--- src/rtl/memshare_page_sched_pkg.sv ---
// Shared definitions for the memShare page-issue scheduler.
// Holds default widths, the FSM state encoding and the page-count clamp.
// No logic of its own; imported by the scheduler top.
package memshare_page_sched_pkg;

  localparam int DEF_MODE_BITWIDTH       = 2;
  localparam int DEF_SHARED_BANK_NUM     = 5;
  localparam int DEF_TYPE0_ADDR_BITWIDTH = DEF_MODE_BITWIDTH + DEF_SHARED_BANK_NUM;

  typedef enum logic {
    IDLE  = 1'b0,
    ISSUE = 1'b1
  } sched_state_t;

  // A page count of zero still issues one page.
  function automatic int unsigned clamp_page_num(input int unsigned page_num);
    return (page_num == 0) ? 1 : page_num;
  endfunction

endpackage

--- src/rtl/memshare_page_sched_ctr.sv ---
// Page index counter: clear, increment, terminal count at page_num-1.
// Latency: index updates on the edge after clr/inc; tc is combinational.
// No backpressure of its own; the caller only asserts inc on a handshake.
module memshare_page_sched_ctr #(
  parameter int WIDTH = 2
) (
  input  logic             sys_clk,
  input  logic             rstn,
  input  logic             clr,
  input  logic             inc,
  input  logic [WIDTH-1:0] page_num,
  output logic [WIDTH-1:0] page_idx,
  output logic             tc
);

  // Index register; clear wins over increment.
  always_ff @(posedge sys_clk or negedge rstn) begin
    if (!rstn) begin
      page_idx <= '0;
    end else if (clr) begin
      page_idx <= '0;
    end else if (inc) begin
      page_idx <= page_idx + WIDTH'(1);
    end
  end

  // page_num is always >= 1, so page_num-1 never underflows.
  assign tc = (page_idx == page_num - WIDTH'(1));

endmodule

--- src/rtl/memshare_page_sched.sv ---
// Walks L1PA pages of one share request, emitting {page_idx, flags} per handshake.
// Latency: request accepted at edge k -> first address valid in cycle k+1.
// Backpressure: address held while raddr_ready_i low; new request accepted on last-page handshake.
module memshare_page_sched
  import memshare_page_sched_pkg::*;
#(
  parameter int MODE_BITWIDTH       = DEF_MODE_BITWIDTH,
  parameter int SHARED_BANK_NUM     = DEF_SHARED_BANK_NUM,
  parameter int TYPE0_ADDR_BITWIDTH = MODE_BITWIDTH + SHARED_BANK_NUM
) (
  input  logic                           sys_clk,
  input  logic                           rstn,
  input  logic                           cen,
  input  logic                           flush_i,
  input  logic                           rqst_valid_i,
  output logic                           rqst_ready_o,
  input  logic [SHARED_BANK_NUM-1:0]     rqst_flag_i,
  input  logic [MODE_BITWIDTH-1:0]       rqst_pageNum_i,
  output logic [TYPE0_ADDR_BITWIDTH-1:0] raddr_o,
  output logic                           raddr_valid_o,
  input  logic                           raddr_ready_i,
  output logic                           raddr_last_o,
  output logic                           busy_o
);

  sched_state_t               state_q, state_d;
  logic [SHARED_BANK_NUM-1:0] flags_q;
  logic [MODE_BITWIDTH-1:0]   page_num_q;
  logic [MODE_BITWIDTH-1:0]   page_idx;
  logic                       ctr_tc;
  logic                       ctr_clr;
  logic                       ctr_inc;
  logic                       load;
  logic                       accept;
  logic                       page_hs;

  assign raddr_valid_o = (state_q == ISSUE) & cen;
  assign raddr_last_o  = (state_q == ISSUE) & ctr_tc;
  assign raddr_o       = {page_idx, flags_q};
  assign busy_o        = raddr_valid_o;
  assign page_hs       = raddr_valid_o & raddr_ready_i;
  assign accept        = rqst_valid_i & rqst_ready_o;

  // Request ready: free in IDLE, or in ISSUE only when the last page is leaving this cycle.
  always_comb begin
    rqst_ready_o = 1'b0;
    if (rstn && cen && !flush_i) begin
      if (state_q == IDLE) begin
        rqst_ready_o = 1'b1;
      end else begin
        rqst_ready_o = raddr_last_o & raddr_ready_i;
      end
    end
  end

  // Next state and counter controls; flush overrides everything, cen low freezes all.
  always_comb begin
    state_d = state_q;
    ctr_clr = 1'b0;
    ctr_inc = 1'b0;
    load    = 1'b0;
    if (cen) begin
      if (flush_i) begin
        state_d = IDLE;
        ctr_clr = 1'b1;
      end else begin
        case (state_q)
          IDLE: begin
            if (accept) begin
              load    = 1'b1;
              ctr_clr = 1'b1;
              state_d = ISSUE;
            end
          end
          ISSUE: begin
            if (page_hs) begin
              if (ctr_tc) begin
                ctr_clr = 1'b1;
                if (accept) begin
                  load    = 1'b1;
                  state_d = ISSUE;
                end else begin
                  state_d = IDLE;
                end
              end else begin
                ctr_inc = 1'b1;
              end
            end
          end
          default: state_d = IDLE;
        endcase
      end
    end
  end

  // State register.
  always_ff @(posedge sys_clk or negedge rstn) begin
    if (!rstn) begin
      state_q <= IDLE;
    end else begin
      state_q <= state_d;
    end
  end

  // Request capture: flags and clamped page count.
  always_ff @(posedge sys_clk or negedge rstn) begin
    if (!rstn) begin
      flags_q    <= '0;
      page_num_q <= MODE_BITWIDTH'(1);
    end else if (load) begin
      flags_q    <= rqst_flag_i;
      page_num_q <= MODE_BITWIDTH'(clamp_page_num(32'(rqst_pageNum_i)));
    end
  end

  memshare_page_sched_ctr #(
    .WIDTH (MODE_BITWIDTH)
  ) u_page_ctr (
    .sys_clk  (sys_clk),
    .rstn     (rstn),
    .clr      (ctr_clr),
    .inc      (ctr_inc),
    .page_num (page_num_q),
    .page_idx (page_idx),
    .tc       (ctr_tc)
  );

endmodule

--- config.mk ---
export PLATFORM = sky130hd
export DESIGN_NAME = memshare_page_sched
export DESIGN_NICKNAME = d
export VERILOG_FILES = /design/src/rtl/memshare_page_sched_pkg.sv /design/src/rtl/memshare_page_sched_ctr.sv /design/src/rtl/memshare_page_sched.sv
export SDC_FILE = /design/constraint.sdc
export NUM_CORES = 1
export LEC_CHECK = 0
export BUFFER_PORTS_ARGS = -buffer_cell sky130_fd_sc_hd__buf_2
export CORE_MARGIN = 8
export CORE_UTILIZATION = 39
export DETAILED_ROUTE_END_ITERATION = 10
export PLACE_DENSITY = 0.71
export REMOVE_ABC_BUFFERS = 1
export SETUP_SLACK_MARGIN = 0.4
export SYNTH_ARGS = -nofsm -noshare
export SYNTH_HDL_FRONTEND = slang
export SYNTH_SLANG_ARGS = --single-unit
--- constraint.sdc ---
create_clock -name sys_clk -period 1.55 [get_ports sys_clk]
set_input_delay 0.31 -clock sys_clk [delete_from_list [all_inputs] [get_ports sys_clk]]
set_output_delay 0.31 -clock sys_clk [all_outputs]
set_load 0.1 [all_outputs]
==> results of run 1 <==
-- cell type report --
type | count | area [µm²]
timing repair buffer | 44 | 467.9
multi-input combinational | 33 | 337.8
sequential | 10 | 252.7
fill | 55 | 163.9
clock buffer | 4 | 36.28
tap | 15 | 18.77
inverter | 2 | 7.507
-- flip-flops by register name, summed over array words and instances, names as in the netlist --
| signal | count |
|---|---|
| state_q | 1 |
| page_num_q | 2 |
| u_page_ctr.page_idx | 2 |
| flags_q | 5 |
-- routing by layer --
layer,wire length [µm],vias up,GRT usage,part of all wire
met5,0,-,0,0
met3,127,8,0.03977,0.057
met1,779,294,0.1550,0.35
met2,1255,23,0.2871,0.56
li1,-,267,-,-
met4,66,0,0.04310,0.030
-- placed cells by master (no fill, tap or decap), types with 2 or more instances in the layout --
cell type / Yosys / routed
nor2_1: 2 / 2
nor2b_1: 3 / 3
clkbuf_4: 0 / 3
buf_6: 0 / 4
mux2_4: 0 / 6
a211oi_1: 3 / 2
and2_4: 0 / 2
buf_2: 0 / 12
buf_4: 1 / 15
nand3_1: 3 / 2
dfrtp_1: 9 / 8
inv_1: 2 / 2
buf_12: 0 / 12
-- power by group --
part | internal [mW] | total (mW) | switching [mW]
registers | 0.376 | 0.501 | 0.124
logic | 0.864 | 2.01 | 1.15
clock network | 0.143 | 0.237 | 0.0939
-- what timing repair did --
item,4_1_cts,5_1_grt
resized for setup,47,4
pin swaps,8,3
endpoints found under the hold margin,9,0
setup buffers,5,3
setup endpoints to repair,21,21
hold buffers,1,0
-- kinds of logic (layout without fill, tap and decap cells) --
group | count (synthesis) | after routing | share of synthesized area
DFF | 10 | 10 | 0.4763
AOI/OAI and AO/OA | 9 | 9 | 0.1493
muxes | 6 | 6 | 0.1280
buffers and inverters | 3 | 50 | 0.02845
and+or+nand+nor | 17 | 17 | 0.2014
xor gates and xnor gates | 1 | 1 | 0.01659
-- stage by stage --
stage	power, mW	area (µm²)	utilization	hold WS, ns	worst slack [ns]
2_1_floorplan	1.432	520.5	-	0.01441	-1.352
3_3_place_gp	1.810	804.5	0.6261	0.2705	-0.2022
3_5_place_dp	1.841	804.5	0.6261	0.2714	-0.2321
4_1_cts	2.583	1082	0.8423	0.1127	-0.3964
5_1_grt	2.819	1121	0.8724	0.1100	-0.5136
6_report	2.749	1121	0.8724	0.1140	-0.4778
-- worst max-delay path: stages, from the launching register on --
cell     delay (ns)
dfrtp_1        0.42
xnor2_2        0.16
or3b_4         0.39
nand3_2        0.10
and3_4         0.21
buf_12         0.17
-- path summary, 6_finish.rpt --
kind | from | to | slack [ns]
setup / recovery | u_page_ctr.page_idx[1]$_DFFE_PN0P_ | rqst_ready_o | -0.48
min in group sys_clk | rqst_flag_i[0] | flags_q[0]$_DFFE_PN0P_ | 0.28
hold / removal | rstn | page_num_q[0]$_DFFE_PN1P_ | 0.11
hold reg to reg | flags_q[0]$_DFFE_PN0P_ | flags_q[0]$_DFFE_PN0P_ | 0.60
max in group asynchronous | rstn | state_q$_DFFE_PN0P_ | 0.56
setup reg to reg | u_page_ctr.page_idx[1]$_DFFE_PN0P_ | flags_q[4]$_DFFE_PN0P_ | -0.31
==> results.ini, run 1 <==
[setup_path]
path_max_fanout = 2
critPathKind = flop to output pin
start_kind = flop
worstPathArrival_ns = 1.72
worstSetupEndpointType = output pin
r2r_cells = 6
required_ns = 1.24

[drt]
drc_errors = 0
first_pass_iters = 4
routed_wl_um = 2229
ant_nets = 0
num_vias = 592
drt-vias-per-instance = 5.481
drt_iter0_drc = 9
wl_per_cell_um = 20.64

[sta]
slew_viol_final = 0
fin_tns_setup_ns = -2.683
finalSetupViolations = 9
fin_skew_ns = 0.0005197
rsz0062_at_grt = yes
setup_ws_ns = -0.4778
hold_violations = 0
timing.slew.headroom = 0.7074
finalCritPeriodShare = 1.308
period_needed_ns = 2.028
max_freq_mhz = 493.2
max_slew.worst_pin.slew_ns = 0.4374

[global_routing]
grt_max_degree = 10
grt_pass1_wl_um = 3174
grt_pass1_vias = 658
grt_remaining_overflow = 0
antenna_found_initial = 0
track_usage = 0.1514

[pwr]
power_density_mw_per_mm2 = 2452
ir_drop_v = 0.001751
leakage_nw = 0.5100

[yosys]
postSynthCellCount = 46
ys.flop_type = dfrtp_1
yosys_warnings = 0
synthTopCellsByArea = dfrtp_1 (43%), mux2_2 (13%), dfstp_2 (5.0%)
synth_seq_area_share = 0.4763
yosysTopAreaCell = dfrtp_1
async_reset_ff_frac = 1.000
synth_commonest_cells = dfrtp_1 (9), mux2_2 (6), a211oi_1 (3), nand3_1 (3), nor2b_1 (3)
syn_avg_cell_area_um2 = 11.48
netlist_area_um2 = 528.0
synth_edf_count = 0
synth_cell_types = 24
netlist.area_leader.share = 0.4265
ys_ff_latch = 10
yosys.cell_count.top_type = dfrtp_1

[clocking]
clock-sinks = 10
cts_tree = built
clkLatencyLatePin_ns = 0.26
cts_buffers = 3
cts_root_buf = clkbuf_4
h-tree-depth = 1
clk_pin_slew_worst_paths_ns = 0.07
clockBufferDepth = 2

[layout]
syn2layout_area_growth_pct = 112.3
fin_cells = 108
n_antenna_cell = 0
fin_nets = 107
layout-drive-gt1-share = 0.7204

[placed_design]
hpwlAfterDp_um = 1165
gp_congestion = 0.7824
dpl.cell_count = 95
portBuffers = 23

[floorplan]
dieArea_mm2 = 0.002787
start_util = 0.4109
core_mm2 = 0.001285
placementRows = 13
boundaryPins = 24
die_w_um = 52.80
die-height_um = 52.80

[min_path]
hold_class = input port to async pin

[status]
violations = setup timing
status = finished, violations left

[flow_run]
cap_violations = 0

Power figures use the tool's default switching activity.
==> inputs of run 2 (changes only) <==
--- a/config.mk
+++ b/config.mk
@@ -15,3 +15,4 @@
 export SYNTH_ARGS = -nofsm -noshare
 export SYNTH_HDL_FRONTEND = slang
 export SYNTH_SLANG_ARGS = --single-unit
+export TNS_END_PERCENT = 20
==> run 2 against run 1 <==
Effect of this change: the flow still finishes with violations (setup timing); die area stayed put; register-to-register slack worse by 0.07 ns; clock skew is 0.0053 ns higher; critical path depth stayed put; via count is 2.5% higher; global-route usage is 1.9 points lower; critical path type unchanged; critical endpoint unchanged.
==> results.ini, run 2 (synthesis gave the netlist of run 1 again) <==
[clocking]
clock-sinks = 10  ; unchanged
clockBufferDepth = 2  ; unchanged
cts_buffers = 3  ; unchanged
clk_pin_slew_worst_paths_ns = 0.07  ; about the same
cts_tree = built
cts_root_buf = clkbuf_4
clkLatencyLatePin_ns = 0.27  ; about the same
h-tree-depth = 1  ; unchanged

[drt]
routed_wl_um = 2415  ; +8.3%
drt-vias-per-instance = 5.620  ; +2.5%
drc_errors = 0  ; unchanged
num_vias = 607  ; +2.5%
first_pass_iters = 5  ; +1
ant_nets = 0  ; unchanged
wl_per_cell_um = 22.36  ; +8.3%
drt_iter0_drc = 17  ; +8

[placed_design]
preCtsSetupSlack_ns = -0.2321  ; unchanged
dpl.cell_count = 95  ; unchanged
hpwlAfterDp_um = 1165  ; unchanged
portBuffers = 23  ; unchanged
gp_congestion = 0.7824  ; unchanged

[sta]
finalSetupViolations = 9  ; unchanged
rsz0062_at_grt = yes
fin_skew_ns = 0.005864  ; +0.005345 ns
fin_hold_ws_ns = 0.1169  ; +0.002848 ns
period_needed_ns = 1.993  ; -0.03503 ns
slew_viol_final = 0  ; unchanged
setup_ws_ns = -0.4427  ; +0.03503 ns
timing.slew.headroom = 0.7163  ; +0.008918
finalCritPeriodShare = 1.286  ; -0.02260
max_slew.worst_pin.slew_ns = 0.4241  ; -0.01333 ns
max_freq_mhz = 501.8  ; +1.8%
hold_violations = 0  ; unchanged

[layout]
fin_util = 0.8929  ; +0.02045
layout-drive-gt1-share = 0.7312  ; +0.01075
layout_commonest_cell = buf_4
fin_cells = 108  ; unchanged
syn2layout_area_growth_pct = 117.3
fin_nets = 107  ; unchanged
n_antenna_cell = 0  ; unchanged
regMostFlops = flags_q
layout_common_cells = buf_4 (13), buf_2 (12), buf_12 (12), dfrtp_1 (8), buf_6 (6)
largest_register_ffs = 5  ; unchanged
reg_top3 = flags_q: 5 flops, page_num_q: 2 flops, u_page_ctr.page_idx: 2 flops

[floorplan]
start_util = 0.4109  ; unchanged
die_w_um = 52.80  ; unchanged
boundaryPins = 24  ; unchanged
die-height_um = 52.80  ; unchanged
core_mm2 = 0.001285  ; unchanged
placementRows = 13  ; unchanged
dieArea_mm2 = 0.002787  ; unchanged

[pwr]
p_int_mw = 1.419  ; +2.6%
switchingPower_mw = 1.420  ; +4.0%
leakage_nw = 0.5140  ; +0.78%
ir_drop_v = 0.001965  ; +12%
power_density_mw_per_mm2 = 2475  ; +0.94%
comb_power_share = 0.733  ; about the same
p_clk_frac = 0.084  ; -0.002
pwr-share-seq = 0.182  ; about the same
swShare = 0.5002  ; +0.003474
power_mw = 2.840  ; +3.3%

[global_routing]
grt_remaining_overflow = 0  ; unchanged
track_usage = 0.1326  ; -0.01878
grt_pass1_wl_um = 2815  ; -11%
antenna_found_initial = 0  ; unchanged
grt_pass1_vias = 613  ; -6.8%
grt_max_degree = 10  ; unchanged

[setup_path]
worstPathArrival_ns = 1.68  ; -0.04 ns
path_max_fanout = 2  ; unchanged
required_ns = 1.24  ; about the same
start_kind = flop
critPathKind = flop to output pin
worstSetupEndpointType = output pin

[status]
status = finished, violations left
violations = setup timing

[min_path]
hold_class = input port to async pin

[flow_run]
cap_violations = 0  ; unchanged

[run 2: cell count changes in the layout (fill, tap and decap cells not counted), moves of 2 or more]
cell | before | now
mux2_2 | 0 | 2
buf_4 | 15 | 13
buf_6 | 4 | 6
mux2_4 | 6 | 4
[run 2: per-stage QoR]
stage               setup TNS, ns  area, µm²
global placement           -1.385      804.5
global route               -3.800       1147
detailed placement         -1.581      804.5
floorplan                  -9.958      520.5
CTS                        -2.808       1040
finish                     -3.230       1147
[run 2: path summary, 6_finish.rpt]
path                                                         start                   endpoint  slack (ns)  depth (start not counted)
worst max register to register  u_page_ctr.page_idx[1]$_DFFE_PN0P_     flags_q[4]$_DFFE_PN0P_       -0.38                          7
min in group sys_clk                                rqst_flag_i[0]     flags_q[0]$_DFFE_PN0P_        0.29                          2
worst max-delay path            u_page_ctr.page_idx[1]$_DFFE_PN0P_               rqst_ready_o       -0.44                          5
worst min register to register              flags_q[0]$_DFFE_PN0P_     flags_q[0]$_DFFE_PN0P_        0.59                          1
worst min-delay path                                          rstn  page_num_q[0]$_DFFE_PN1P_        0.12                          2
max in group asynchronous                                     rstn        state_q$_DFFE_PN0P_        0.57                          3
[run 2: timing repair]
action	4_1_cts	5_1_grt
buffers inserted	3	5
setup endpoints to repair	21	21
endpoints found under the hold margin	9	0
pin swaps	8	9
hold buffers	1	0
resized for setup	43	10
[run 2: layer usage]
| metal | share of wire | GRT usage | wire (µm) | up-vias |
|---|---|---|---|---|
| li1 | - | - | - | 264 |
| met1 | 0.34 | 0.1419 | 828 | 295 |
| met2 | 0.51 | 0.2500 | 1237 | 32 |
| met3 | 0.072 | 0.03409 | 174 | 16 |
| met4 | 0.072 | 0.02586 | 174 | 0 |
| met5 | 0 | 0 | 0 | - |
[run 2: layout make-up]
type,instances,area (µm²)
flip-flops and latches,10,252.7
clock buffers,4,36.28
inverters,2,7.507
multi-input cells,33,356.6
well taps,15,18.77
fillers,55,137.6
repair buffers,44,475.5
[run 2: worst max-delay path, cell delays in order, from the launching register on]
cell and delay (ns):
dfrtp_1 0.41, xnor2_2 0.16, or3b_4 0.39, nand3_2 0.10
and3_4 0.19, buf_12 0.17
[run 2: power by group through the flow]
stage	logic [mW]	registers (mW)	clock network, mW
after global placement	1.37	0.441	0
after CTS	1.80	0.499	0.233
after global routing	2.14	0.525	0.257
after detailed placement	1.39	0.451	0
after floorplan	0.408	1.02	0
final	2.08	0.517	0.240
